--- config.mk ---
export PLATFORM = sky130hd
export DESIGN_NAME = sequential_divider
export DESIGN_NICKNAME = d
export VERILOG_FILES = /design/src/rtl/sequential_divider.sv
export SDC_FILE = /design/constraint.sdc
export NUM_CORES = 1
export LEC_CHECK = 0
export ABC_AREA = 1
export CORE_MARGIN = 5
export CORE_UTILIZATION = 45
export CTS_BUF_LIST = sky130_fd_sc_hd__clkbuf_2 sky130_fd_sc_hd__clkbuf_4 sky130_fd_sc_hd__clkbuf_8
export DETAILED_ROUTE_END_ITERATION = 10
export PLACE_DENSITY = 0.67
export SYNTH_ARGS = -nofsm -noshare
export SYNTH_HDL_FRONTEND = slang
export SYNTH_SLANG_ARGS = --single-unit
--- constraint.sdc ---
create_clock -name clock -period 2.9 [get_ports clock]
set_input_delay 0.58 -clock clock [delete_from_list [all_inputs] [get_ports clock]]
set_output_delay 0.58 -clock clock [all_outputs]
set_load 0.05 [all_outputs]
--- src/rtl/sequential_divider.sv ---
// Iterative restoring divider: resolves one quotient bit per clock behind a start/busy/done handshake.
// Define DIVIDER_SIGNED_EN for two's-complement operands with a quotient that truncates toward zero.
module sequential_divider #(
    parameter int DATA_WIDTH = 16
) (
    input  logic                  clock,
    input  logic                  reset,
    input  logic                  start,
    input  logic [DATA_WIDTH-1:0] dividend,
    input  logic [DATA_WIDTH-1:0] divisor,
    output logic                  busy,
    output logic                  done,
    output logic [DATA_WIDTH-1:0] quotient,
    output logic [DATA_WIDTH-1:0] remainder,
    output logic                  divByZero
);
    localparam int CNT_W = $clog2(DATA_WIDTH + 1);

    typedef enum logic [1:0] {IDLE, CALC, DONE} state_t;
    state_t state, state_next;

    logic [DATA_WIDTH-1:0] part_rem, dvd_shift, dsr;
    logic [CNT_W-1:0]      count;
    logic                  accept, div_zero, last_iter;
    logic [DATA_WIDTH:0]   rem_shift, trial;
    logic [DATA_WIDTH-1:0] rem_next, quot_next, quot_res, rem_res;
    logic [DATA_WIDTH-1:0] dvd_mag, dsr_mag, zero_quot;

`ifdef DIVIDER_SIGNED_EN
    logic quot_neg, rem_neg;

    function automatic logic [DATA_WIDTH-1:0] negate(input logic [DATA_WIDTH-1:0] x);
        return ~x + DATA_WIDTH'(1);
    endfunction

    // The most-negative value maps onto 2^(DATA_WIDTH-1), which still fits unsigned.
    function automatic logic [DATA_WIDTH-1:0] magnitude(input logic [DATA_WIDTH-1:0] x);
        return x[DATA_WIDTH-1] ? negate(x) : x;
    endfunction
`endif

    always_comb begin
        accept    = start && (state != CALC);
        div_zero  = (divisor == '0);
        last_iter = (count == CNT_W'(1));
        // The extra top bit keeps the carry of the shifted partial remainder.
        rem_shift = {part_rem, dvd_shift[DATA_WIDTH-1]};
        trial     = rem_shift - {1'b0, dsr};
        rem_next  = trial[DATA_WIDTH] ? rem_shift[DATA_WIDTH-1:0] : trial[DATA_WIDTH-1:0];
        quot_next = {dvd_shift[DATA_WIDTH-2:0], ~trial[DATA_WIDTH]};
`ifdef DIVIDER_SIGNED_EN
        dvd_mag   = magnitude(dividend);
        dsr_mag   = magnitude(divisor);
        zero_quot = dividend[DATA_WIDTH-1] ? DATA_WIDTH'(1) : '1;
        quot_res  = quot_neg ? negate(quot_next) : quot_next;
        rem_res   = rem_neg ? negate(rem_next) : rem_next;
`else
        dvd_mag   = dividend;
        dsr_mag   = divisor;
        zero_quot = '1;
        quot_res  = quot_next;
        rem_res   = rem_next;
`endif
    end

    always_ff @(posedge clock) begin
        if (reset) begin
            state <= IDLE;
        end else begin
            state <= state_next;
        end
    end

    always_comb begin
        state_next = state;
        busy       = 1'b0;
        done       = 1'b0;
        unique case (state)
            IDLE: begin
                if (start) state_next = div_zero ? DONE : CALC;
            end
            CALC: begin
                busy = 1'b1;
                if (last_iter) state_next = DONE;
            end
            DONE: begin
                done = 1'b1;
                if (start) state_next = div_zero ? DONE : CALC;
                else       state_next = IDLE;
            end
            default: state_next = IDLE;
        endcase
    end

    // Results load only on the edge entering DONE, so they hold everywhere else.
    always_ff @(posedge clock) begin
        if (reset) begin
            part_rem  <= '0;
            dvd_shift <= '0;
            dsr       <= '0;
            count     <= '0;
            quotient  <= '0;
            remainder <= '0;
            divByZero <= 1'b0;
`ifdef DIVIDER_SIGNED_EN
            quot_neg  <= 1'b0;
            rem_neg   <= 1'b0;
`endif
        end else if (accept) begin
            part_rem  <= '0;
            dvd_shift <= dvd_mag;
            dsr       <= dsr_mag;
            count     <= CNT_W'(DATA_WIDTH);
`ifdef DIVIDER_SIGNED_EN
            quot_neg  <= dividend[DATA_WIDTH-1] ^ divisor[DATA_WIDTH-1];
            rem_neg   <= dividend[DATA_WIDTH-1];
`endif
            if (div_zero) begin
                quotient  <= zero_quot;
                remainder <= dividend;
                divByZero <= 1'b1;
            end
        end else if (state == CALC) begin
            part_rem  <= rem_next;
            dvd_shift <= quot_next;
            count     <= count - CNT_W'(1);
            if (last_iter) begin
                quotient  <= quot_res;
                remainder <= rem_res;
                divByZero <= 1'b0;
            end
        end
    end
endmodule

### Word-level counts from Yosys, hierarchy flattened

Index checks and enable logic that the tools add are counted.

* bits in registers: 88
* input port bits: 35
* output and inout port bits: 35

* add/subtract/negate cells: 2
* equal/unequal tests: 7
* mux-type cells: 24
* bitwise operators: 1
* reductions and logical operators: 8

Operators by type and width (number)
* two-way mux 16 bit: 11
* subtractor 17 x 16 -> 17 bit: 1
* zero test 16 bit: 1
* two-way mux 5 bit: 2
* two-way mux 2 bit: 4
* two-way mux 1 bit: 6
* case mux 2 bit (3 select lines): 1
* equality test 5 x 1 -> 1 bit, second input constant: 1
* subtractor 5 x 1 -> 5 bit, second input constant: 1
* != test 2 x 1 -> 1 bit, second input constant: 2
* != test 2 bit, second input constant: 2
* nonzero test 2 bit: 2
* AND reduction 3 bit: 1
* equality test 2 x 1 -> 1 bit, second input constant: 1
* equality test 2 bit, second input constant: 1
* zero test 2 bit: 1
* AND reduction 2 bit: 1
* OR reduction 2 bit: 1
* logical AND 1 bit: 1
* NOT 1 bit: 1

### Longest topological paths before layout

* depth after elaboration: 5
* mapped depth: 18
* mapped depth without buffers: 17

### Least setup slack after synthesis

OpenSTA, ideal clock, no wires.

* path type: reg2reg
* start: register dvd_shift[15]
* end: register part_rem[1]
* data arrival time: 1.976 ns
* required time: 2.791 ns
* slack: 0.815 ns
* stages on the path, launching flop included: 19
* path buffers: 1
* clock period less this slack: 2.085 ns
* cell sequence: dfxtp_1 inv_1 ha_1 fa_1 inv_1 nand2_1 nand2_1 nand3_1 nand2_2 nand2_2 nand2_2 nand2_2 nand2_4 buf_12 nand2_4 nand2_1 nand2_1 nand2_1 inv_1

* cells in the longest elaborated chain, start to end: 2

Ends and longest elaborated chain
* start: declaration: RTL line 22 `logic [DATA_WIDTH-1:0] part_rem, dvd_shift, dsr;`
* start signal: assignment: RTL line 111 `dvd_shift <= dvd_mag;`
* start signal: assignment: RTL line 125 `dvd_shift <= quot_next;`
* subtractor 17 x 16 -> 17 bit: RTL line 48 `trial = rem_shift - {1'b0, dsr};`
* two-way mux 16 bit: RTL line 49 `rem_next = trial[DATA_WIDTH] ? rem_shift[DATA_WIDTH-1:0] : trial[DATA_WIDTH-1:0];`
* end signal: assignment: RTL line 124 `part_rem <= rem_next;`
* end: declaration: RTL line 22

Every way passes these cells.
A chain may end at the register's enable or synchronous reset.

### Worst setup path after layout

* start: register dvd_shift[15]
* end: register remainder[13]

* cells in the longest elaborated chain, start to end: 5

Ends and longest elaborated chain
* subtractor 17 x 16 -> 17 bit: RTL line 48
* two-way mux 16 bit: RTL line 49
* two-way mux 16 bit: RTL line 127 `if (last_iter) begin`
* two-way mux 16 bit: RTL line 123 `end else if (state == CALC) begin`
* two-way mux 16 bit: RTL line 109 `end else if (accept) begin`
* end signal: assignment: RTL line 120 `remainder <= dividend;`
* end signal: assignment: RTL line 129 `remainder <= rem_res;`
* end: declaration: RTL line 14 `output logic [DATA_WIDTH-1:0] remainder,`

Every way passes these cells. The select of a mux whose other input is x is not followed.

==> out/qor.csv <==
stage;metric;value;unit
sta;tightest_slew;630;ps
sta;final_max_slew_viol_count;0;
clocking;cts_tree;built;
clocking;hold_buffers;0;
grt;grtUsageMet2;33.9;%
synth;yosysTopAreaCellShare;34.0;%
synth;synth_edf_count;0;
synth;synthCells;765;
status;outcome;finished, final reports clean;
sta;fin_crit_sh;85.1;%
cells_and_area;seq_area;0.00176;mm2
worst_setup_path;critPathKind;flip-flop to flip-flop;
cells_and_area;diodes;0;
clocking;clock_latency;370;ps
synth;seq_area_frac_synth;34.0;%
power;ir_drop;0.000314;V
die;dieArea;0.0138;mm2
sta;finalSetupTns;0;ps
worst_setup_path;rr_worst_depth;16;
cells_and_area;drive_gt1_share;10.6;%
grt;met3_usage;3.66;%
placed_design;gp_congestion;0.893;
worst_setup_path;end_kind;flip-flop;
route;drt-total-wl;13.8;mm
job;max_cap_viol_count;0;
die;die_h;117;um
power;p_leak;3.06;nW
power;power;0.00345;W
grt;antenna_found_initial;0;
route;drt_iter0_markers;366;
route;drt_pre_antenna_iters;5;
worst_hold_path;hp-class;flip-flop to flip-flop;
cells_and_area;multi_input_area;0.00259;mm2
worst_setup_path;critical_path.max_fanout;17;
sta;max_clock_freq;405;MHz
sta;min_period;2470;ps
worst_setup_path;timing.rr.end;remainder[13]$_SDFFE_PP0P_;
route;viasPerCell;4.95;
synth;synth_area;0.00519;mm2
worst_setup_path;cp.required;3200;ps
synth;synthTopCellsByCount;nand2_1, inv_1, dfxtp_1;
sta;grt_setup_unrepaired;no;
worst_setup_path;cp-startpoint;dvd_shift[15]$_SDFFE_PP0P_;
clocking;cts_root_buf;clkbuf_8;
placed_design;dp_hpwl;10.7;mm
clocking;cts_setup_buffers;0;
die;chipWidth;117;um
worst_setup_path;rrSetupSlack;430;ps
sta;fin_skew;12.8;ps
route;wire_per_inst;14.2;um
power;p_per_area;561;mW/mm2
synth;yosysWarnings;0;
clocking;cts_buffers;9;
synth;synthTopCellsByArea;dfxtp_1, nand2_1, inv_1;
grt;first_global_vias;4641;
die;start_util;45.6;%
synth;synth_compound_area_share;16.0;%
synth;synth_fp_nets;819;
sta;hold_viol;0;
clocking;clk_path_buf_depth;2;
clocking;htree_levels;3;
synth;async_reset_ff_share;0;%
cells_and_area;finalCoreUtilization;54.0;%
worst_hold_path;holdPathEnd;dsr[2]$_SDFFE_PP0P_;
worst_setup_path;worstPathCellList;inv_1 > ha_1 > fa_1 > inv_1 > nand2_1 > nand2_1 > nand3_1 > nand2_2 > nand2_2 > nand2_2 > nand2_2 > nand2_4 > nand2_1 > nand2_1 > nand2_1 > a21oi_1;
grt;grt_pass1_wl;23.1;mm
die;placement_rows;39;
synth;ys_types;39;
clocking;cts-resized-gates;0;
route;vias;4811;
synth;synth-simple-area-share;27.7;%
worst_setup_path;critPathArrivalTime;2770;ps
synth;synth-adder-area-share;4.73;%
clocking;clk_pin_slew;90;ps
synth;synth_top_family_by_area;simple AND/OR/NAND/NOR gates;
route;drc;0;
worst_setup_path;r2r-start;dvd_shift[15]$_SDFFE_PP0P_;
synth;ys_ff_latch;88;
grt;use_met1;26.0;%
synth;synth_xor_area_share;1.52;%
grt;grt_max_degree;40;
worst_setup_path;startpoint_type;flip-flop;
worst_setup_path;cpMaxStageDelayCell;fa_1;
cells_and_area;layout.nets;878;
route;antenna_left;0;
sta;slew_headroom;58.0;%
cells_and_area;syn_to_final_growth;18.4;%
grt;overflow;0;
worst_setup_path;critPathMostFrequentCell;nand2_1;
clocking;numClockSinks;88;
synth;synth_ff_type;dfxtp_1;
grt;grtUsageTotal;20.2;%
worst_hold_path;hold_depth;2;
die;ios;70;
synth;yosys.area.top_type;dfxtp_1;
placed_design;numPortBuffers;69;
die;placeableCoreArea;0.0114;mm2
synth;avgSynthCellArea;6.78;um2
synth;synth_mux_area_share;0;%
sta;final-setup-viol-count;0;
worst_setup_path;worst_path_largest_cell_delay;410;ps
worst_hold_path;holdCritStartpoint;dsr[2]$_SDFFE_PP0P_;
cells_and_area;nFillCells;1149;
synth;synthMostInstantiatedCell;nand2_1;
grt;top_usage_layer;met2;
## per-stage QoR
| stage | area, um2 | hold slack [ps] | setup WS (ps) | cells |
|---|---|---|---|---|
| floorplan | 5190 | 433 | 815 | 765 |
| global placement | 5930 | 459 | 247 | 956 |
| detailed placement | 5930 | 459 | 233 | 956 |
| CTS | 6140 | 472 | 429 | 972 |
| global route | 6140 | 488 | 213 | 972 |
| finish | 6140 | 463 | 431 | 972 |
## report_power, final
part           leakage, nW  switching, W  internal, W  total, W
combinational         2.23      0.000777     0.000412   0.00119
sequential           0.719     0.0000475      0.00128   0.00133
clock                0.111      0.000471     0.000453  0.000924
total                 3.06       0.00130      0.00215   0.00345
## placed cells by master, fill, tap and decap left out, types with 2 or more instances in the layout
cell type,synthesis,final
nor2_2,3,4
xnor2_1,6,6
clkdlybuf4s50_1,0,68
xor2_1,3,3
a21oi_1,53,53
inv_2,14,14
o21ai_0,40,40
o221ai_1,16,16
nor3_1,2,2
or2_2,2,2
ha_1,18,18
o221ai_2,9,9
inv_1,157,157
nor4_1,2,2
nand3_1,32,32
nand4_1,5,5
clkinv_4,0,2
o22ai_1,4,4
dfxtp_1,88,88
clkbuf_8,0,11
a31oi_1,2,2
a211oi_1,2,2
nand2_2,15,15
nand2_4,12,12
buf_4,4,9
nand2_1,202,202
a21oi_2,2,2
nor2_1,35,34
and2_1,4,4
## cell families after synthesis
logic type,count (synthesis)
AND/OR/NAND/NOR,318
flip-flops,88
buffers and inverters,201
XOR/XNOR,9
adder cells (fa/ha/maj),19
AO/OA/AOI/OAI,130
## metal layers
metal / part of all wire (%) / vias to the layer above / routed length, um
met5: 0 / - / 0
met4: 1.7 / 0 / 238
met3: 4.2 / 16 / 583
met2: 47 / 113 / 6500
met1: 47 / 2190 / 6510
li1: - / 2492 / -
## flip-flops by register name, summed over array words and instances (netlist names)
register / flops
quotient: 16
divByZero: 1
state: 2
count: 5
remainder: 16
dvd_shift: 16
dsr: 16
part_rem: 16
## cell type report
type,instances,share of cell area (%)
flip-flops and latches,88,28.7
clock inverters,5,1.04
inverters,172,10.6
repair buffers,77,12.2
clock buffers,11,2.46
well taps,143,2.91
multi-input cells,476,42.2
## how the worst max path moves through the flow
| stage | endpoint |
|---|---|
| after floorplan | part_rem[1]$_SDFFE_PP0P_ |
| after global placement | remainder[1]$_SDFFE_PP0P_ |
| after detailed placement | remainder[1]$_SDFFE_PP0P_ |
| after CTS | remainder[13]$_SDFFE_PP0P_ |
| after global routing | remainder[13]$_SDFFE_PP0P_ |
| final | remainder[13]$_SDFFE_PP0P_ |
## critical path, delay by kind of cell (launching register included)
family	cells	cell delay, ps
and+or+nand+nor	11	1110
adders and majority gates	2	640
DFF	1	320
buffers and inverters	2	170
AOI/OAI and AO/OA	1	150
Note: power is estimated with default switching activity, not from simulation.
